**config.mk**
```make
export PLATFORM = sky130hd
export DESIGN_NAME = frame_stager
export DESIGN_NICKNAME = d
export VERILOG_FILES = /design/src/rtl/frame_stager.sv
export SDC_FILE = /design/constraint.sdc
export NUM_CORES = 1
export LEC_CHECK = 0
export CORE_AREA = 3 3 93 95
export CTS_CLUSTER_DIAMETER = 80
export DETAILED_ROUTE_END_ITERATION = 8
export DIE_AREA = 0 0 96 98
export HOLD_SLACK_MARGIN = 0.12
export PLACE_DENSITY = 0.72
export SYNTH_ARGS = -nofsm -noshare
export SYNTH_HDL_FRONTEND = slang
export SYNTH_SLANG_ARGS = --single-unit
```
**constraint.sdc**
```tcl
create_clock -name clk -period 5.8 [get_ports clk]
set_clock_uncertainty 0.1 [all_clocks]
set_input_delay 1.16 -clock clk [delete_from_list [all_inputs] [get_ports clk]]
set_output_delay 1.16 -clock clk [all_outputs]
set_load 0.03 [all_outputs]
```
**src/rtl/frame_stager.sv**
```systemverilog
// Stages one request-sized payload frame into allocator-provided block memory, then emits a descriptor.
// Define FRAME_STAGER_LAST_CHECK_EN to cross-check i_data_last against the requested length.
module frame_stager #(
    parameter int unsigned MAU              = 32,
    parameter int unsigned NUM_BLOCKS       = 32,
    parameter int unsigned NUM_BLOCKS_WIDTH = $clog2(NUM_BLOCKS)
) (
    input  logic                        clk,
    input  logic                        rst,

    input  logic                        i_req_valid,
    input  logic [NUM_BLOCKS_WIDTH-1:0] i_req_len,
    output logic                        o_req_ready,

    input  logic                        i_data_valid,
    input  logic [MAU-1:0]              i_data,
    input  logic                        i_data_last,
    output logic                        o_data_ready,

    output logic                        o_alloc_en,
    output logic [NUM_BLOCKS_WIDTH-1:0] o_request_size,
    input  logic [NUM_BLOCKS_WIDTH-1:0] i_alloc_addr,
    input  logic                        i_alloc_valid,
    input  logic                        i_alloc_err,

    output logic                        o_wr_en,
    output logic [NUM_BLOCKS_WIDTH-1:0] o_wr_addr,
    output logic [MAU-1:0]              o_wr_data,

    output logic                        o_desc_valid,
    output logic [NUM_BLOCKS_WIDTH-1:0] o_desc_addr,
    output logic [NUM_BLOCKS_WIDTH-1:0] o_desc_len,
    output logic                        o_desc_err,
    input  logic                        i_desc_ready
);

    localparam int unsigned AW = NUM_BLOCKS_WIDTH;

    typedef enum logic [2:0] {
        StIdle,
        StAlloc,
        StWait,
        StWrite,
        StDrop,
        StDesc
    } state_e;

    state_e          state_q, state_d;
    logic [AW-1:0]   len_q, len_d;
    logic [AW-1:0]   base_q, base_d;
    logic [AW-1:0]   offset_q, offset_d;
    logic            err_q, err_d;

    logic            wr_en_q;
    logic [AW-1:0]   wr_addr_q;
    logic [MAU-1:0]  wr_data_q;

    logic            beat_accept;
    logic            write_beat;
    logic            beat_final;
    logic            last_early;
    logic            last_missing;

    assign beat_accept = i_data_valid && ((state_q == StWrite) || (state_q == StDrop));
    assign write_beat  = beat_accept && (state_q == StWrite);
    assign beat_final  = (offset_q == (len_q - AW'(1)));

`ifdef FRAME_STAGER_LAST_CHECK_EN
    // Last flag must coincide exactly with the final counted beat.
    assign last_early   = i_data_last && !beat_final;
    assign last_missing = !i_data_last && beat_final;
`else
    assign last_early   = 1'b0;
    assign last_missing = 1'b0;
`endif

    // State register
    always_ff @(posedge clk or posedge rst) begin
        if (rst) begin
            state_q <= StIdle;
        end else begin
            state_q <= state_d;
        end
    end

    // Next-state logic
    always_comb begin
        state_d = state_q;
        unique case (state_q)
            StIdle: begin
                if (i_req_valid) begin
                    state_d = (i_req_len != '0) ? StAlloc : StDesc;
                end
            end
            StAlloc: state_d = StWait;
            StWait: begin
                // An error response overrides a simultaneous valid.
                if (i_alloc_err) begin
                    state_d = StDrop;
                end else if (i_alloc_valid) begin
                    state_d = StWrite;
                end
            end
            StWrite: begin
                if (write_beat) begin
                    if (last_early) begin
                        state_d = StDesc;
                    end else if (beat_final) begin
                        state_d = last_missing ? StDrop : StDesc;
                    end
                end
            end
            StDrop: begin
                if (beat_accept && i_data_last) begin
                    state_d = StDesc;
                end
            end
            StDesc: begin
                if (i_desc_ready) begin
                    state_d = StIdle;
                end
            end
            default: state_d = StIdle;
        endcase
    end

    // Output logic
    always_comb begin
        o_req_ready    = 1'b0;
        o_alloc_en     = 1'b0;
        o_request_size = '0;
        o_data_ready   = 1'b0;
        o_desc_valid   = 1'b0;
        o_desc_addr    = '0;
        o_desc_len     = '0;
        o_desc_err     = 1'b0;
        unique case (state_q)
            StIdle: o_req_ready = 1'b1;
            StAlloc: begin
                o_alloc_en     = 1'b1;
                o_request_size = len_q;
            end
            StWait: o_request_size = len_q;
            StWrite, StDrop: o_data_ready = 1'b1;
            StDesc: begin
                o_desc_valid = 1'b1;
                o_desc_addr  = base_q;
                o_desc_len   = len_q;
                o_desc_err   = err_q;
            end
            default: ;
        endcase
    end

    // Frame context next-state
    always_comb begin
        len_d    = len_q;
        base_d   = base_q;
        offset_d = offset_q;
        err_d    = err_q;
        unique case (state_q)
            StIdle: begin
                if (i_req_valid) begin
                    len_d    = i_req_len;
                    base_d   = '0;
                    offset_d = '0;
                    err_d    = (i_req_len == '0);
                end
            end
            StWait: begin
                if (i_alloc_err) begin
                    err_d = 1'b1;
                end else if (i_alloc_valid) begin
                    base_d   = i_alloc_addr;
                    offset_d = '0;
                end
            end
            StWrite: begin
                if (write_beat) begin
                    offset_d = offset_q + AW'(1);
                    if (last_early || last_missing) begin
                        err_d = 1'b1;
                    end
                end
            end
            default: ;
        endcase
    end

    always_ff @(posedge clk or posedge rst) begin
        if (rst) begin
            len_q    <= '0;
            base_q   <= '0;
            offset_q <= '0;
            err_q    <= 1'b0;
        end else begin
            len_q    <= len_d;
            base_q   <= base_d;
            offset_q <= offset_d;
            err_q    <= err_d;
        end
    end

    // Memory write port, registered one cycle after beat acceptance; address wraps naturally.
    always_ff @(posedge clk or posedge rst) begin
        if (rst) begin
            wr_en_q   <= 1'b0;
            wr_addr_q <= '0;
            wr_data_q <= '0;
        end else begin
            wr_en_q <= write_beat;
            if (write_beat) begin
                wr_addr_q <= base_q + offset_q;
                wr_data_q <= i_data;
            end
        end
    end

    assign o_wr_en   = wr_en_q;
    assign o_wr_addr = wr_addr_q;
    assign o_wr_data = wr_data_q;

endmodule

```
==> impl_metrics.csv <==
group,metric,value,unit
clock_network,cts_tree,"built",
synthesis,synth_area_leader_cell,"dfrtp_1",
synthesis,syn_inst,239,
detailed_routing,drcViolationCount,0,
timing,report.final.hold_viol_count,0,
placed_design,dp_slack,2310,ps
clock_network,clk_latency,320,ps
floorplanning,initial_core_util,35.1,%
synthesis,synth_flop_cell,"dfrtp_1",
placed_design,dp_cells,438,
synthesis,yosysMostFrequentCell,"dfrtp_1",
synthesis,synth_mux_area_share,15.2,%
detailed_routing,drt_iter0_markers,48,
final_layout,finalNonFillerCells,453,
timing,rsz0062_at_grt,"false",
timing,setup_viol,0,
critical_path,crit_path_top_delay_cell,"clkdlybuf4s50_1",
global_route,antenna_found_initial,0,
synthesis,synthAdderAreaFrac,3.47,%
job,timing.max_cap.violations,0,
critical_path,crit_chain,"nand2b_1, nor2_1, and2_1, clkdlybuf4s50_1",
detailed_routing,highest_layer,"met4",
placed_design,dpl.hpwl,4.89,mm
power_and_ir_drop,peakVddDrop,301,µV
timing,finalCriticalPeriod,3810,ps
detailed_routing,routed-wl-met3,448,µm
critical_path,worst_setup_path_end_kind,"output port",
timing,final_max_slew_viol_count,0,
synthesis,netlist-cell-type-count,43,
synthesis,synth-xor-area-share,3.83,%
power_and_ir_drop,cellPowerDensity,556,nW/µm²
clock_network,cts_sinks,57,
clock_network,clockRootBuffer,"clkbuf_8",
final_layout,design_area,4060,µm²
floorplanning,core,7810,µm²
timing,fmax,262,MHz
floorplanning,rows,32,
power_and_ir_drop,power,2.26,mW
critical_path,crit_arrival,2550,ps
clock_network,cts_htree_levels,3,
final_layout,layout-drive-gt1-share,16.5,%
global_route,grt_pass1_wl,10.5,mm
final_layout,n_fill_cell,709,
timing,min_period_over_period,65.8,%
synthesis,synthSimpleGateAreaFrac,13.9,%
hold_path,min_delay_path_depth,2,
critical_path,cpLargestDelayFamily,"simple AND/OR/NAND/NOR gates",
clock_network,cts_resized,0,
timing,tightestPinTransition,703,ps
clock_network,cts_setup_buffers,0,
clock_network,hold_buffers,0,
global_route,grt_pass1_vias,2243,
detailed_routing,wl_per_cell,14.4,µm
synthesis,seq_area_frac_synth,52.0,%
floorplanning,die_x,96,µm
status,status,"finished clean",
placed_design,place.gp.congestion,0.818,
floorplanning,dieArea,9410,µm²
critical_path,crit_type,"register to output port",
detailed_routing,via_per_inst,4.70,
hold_path,hold_path_class,"register to register",
synthesis,synth_seq_cells,57,
critical_path,critPathMaxFanout,15,
timing,fin_tns_setup,0,ps
final_layout,multiInputGateArea,1210,µm²
synthesis,yosysTopAreaCellShare,52.0,%
critical_path,ff2ff_setup_slack,3760,ps
synthesis,synthTopCellsByCount,"57 x dfrtp_1, 35 x mux2_2, 19 x nand2_1",
critical_path,cp.buffers_inverters,1,
detailed_routing,met1_length,2.77,mm
synthesis,synth_edf_count,0,
synthesis,synth_top_family_by_area,"multiplexers",
synthesis,synth.avg_cell_area,11.5,µm²
timing,max_slew_margin,53.1,%
critical_path,start_kind,"register",
placed_design,numPortBuffers,107,
critical_path,critPathRequiredTime,4540,ps
synthesis,synth_area,2740,µm²
placed_design,place_area,3880,µm²
synthesis,yosysWarnings,0,
clock_network,path_clk_slew,70,ps
final_layout,antenna_cells,0,
synthesis,synthesis.nets,296,
final_layout,finalNetCount,404,
synthesis,netlist_top_cells_area,"dfrtp_1 52%, mux2_2 14%, ha_1 2.7%, nand2_1 2.6%, xor2_1 2.6%",
clock_network,numCtsBuffers,9,
global_route,grt_max_degree,58,
critical_path,reg2reg_depth,4,
final_layout,area_growth,48.2,%
final_layout,seqCellArea,1430,µm²
critical_path,cp.depth,4,
global_route,overflow,0,
power_and_ir_drop,p_leak,1.79,nW
detailed_routing,firstDrtPassIters,4,
floorplanning,die_y,98,µm
clock_network,cts_buffer_depth,2,
floorplanning,boundaryPins,108,
detailed_routing,drtAntennaViolNets,0,
detailed_routing,wirelength,6.52,mm
timing,setup_ws,1990,ps
critical_path,max_stage_delay,670,ps
detailed_routing,wl_met2,3.23,mm
synthesis,synth-compound-area-share,7.67,%
global_route,grt_usage,14.3,%
synthesis,synthArstFlopShare,100,%
detailed_routing,vias,2131,
[kinds of logic after synthesis]
group	count (synthesis)
mux	37
simple gates	72
fa+ha+maj	7
xor+xnor	12
buf+inv	22
flops	57
compound gates	32
[area by class of cell]
cell class | count | area share [%]
inverters | 11 | 1.02
clock buffers | 13 | 4.16
flip-flops and latches | 57 | 35.1
repair buffers | 108 | 26.6
clock inverters | 2 | 0.308
multi-input cells | 160 | 29.7
well taps | 102 | 3.14
[metal layers]
| layer | track usage [%] | vias to the layer above |
|---|---|---|
| met3 | 4.47 | 8 |
| met5 | 0 | - |
| met4 | 5.36 | 0 |
| met1 | 17.3 | 1011 |
| met2 | 23.4 | 71 |
| li1 | - | 1041 |
[cell usage in the layout, fill, tap and decap left out, drive strengths merged]
cell type / synthesis / routed
nand3: 11 / 11
nor2: 10 / 10
nor3: 7 / 7
and2: 9 / 9
buf: 10 / 1
nand2b: 3 / 3
o21a: 2 / 2
mux2i: 1 / 1
inv: 11 / 11
nand3b: 2 / 2
clkbuf: 1 / 13
clkdlybuf4s50: 0 / 107
ha: 6 / 6
o21ai: 11 / 11
mux2: 36 / 36
clkinv: 0 / 1
a31oi: 1 / 1
nor2b: 3 / 3
nor3b: 1 / 1
a21oi: 7 / 7
fa: 1 / 1
a41oi: 1 / 1
a311oi: 2 / 2
nand2: 20 / 20
xnor2: 4 / 4
clkinvlp: 0 / 1
nor4: 1 / 1
xor2: 8 / 8
o21ba: 1 / 1
and3: 3 / 3
nand4: 2 / 2
a221oi: 1 / 1
dfrtp: 57 / 57
a21o: 4 / 4
a21boi: 1 / 1
o32a: 1 / 1
[path summary, 6_finish.rpt]
| check | from | endpoint |
|---|---|---|
| max in group asynchronous | rst | len_q[1] |
| worst min-delay path | o_wr_addr[4] | o_wr_addr[4] |
| worst max-delay path | state_q[1] | o_desc_len[2] |
| min in group asynchronous | rst | o_wr_addr[2] |
| worst min register to register | o_wr_addr[4] | o_wr_addr[4] |
| worst max register to register | state_q[2] | o_wr_data[24] |
[where the power goes]
group | internal [mW] | total [mW] | switching, mW
Sequential | 0.580 | 0.714 | 0.135
Combinational | 0.546 | 1.21 | 0.662
Clock | 0.187 | 0.336 | 0.149
Total | 1.31 | 2.26 | 0.945
[per-stage QoR]
step / util (%) / hold slack [ps]
CTS: 52.0 / 384
global route: 52.0 / 415
global placement: 49.7 / 368
detailed placement: 49.7 / 369
floorplan: - / 359
finish: 52.0 / 378
[sequential cells by signal, summed over array words and instances, names as in the netlist]
register,cells
len_q,5
o_wr_data,32
err_q,1
o_wr_en,1
offset_q,5
base_q,5
o_wr_addr,5
state_q,3
[worst register-to-register path, stage by stage (launching register included)]
cell and delay, ps:
dfrtp_1 550, inv_2 160, and3_2 250, nand2_4 430
mux2_2 420
Power figures use the tool's default switching activity.
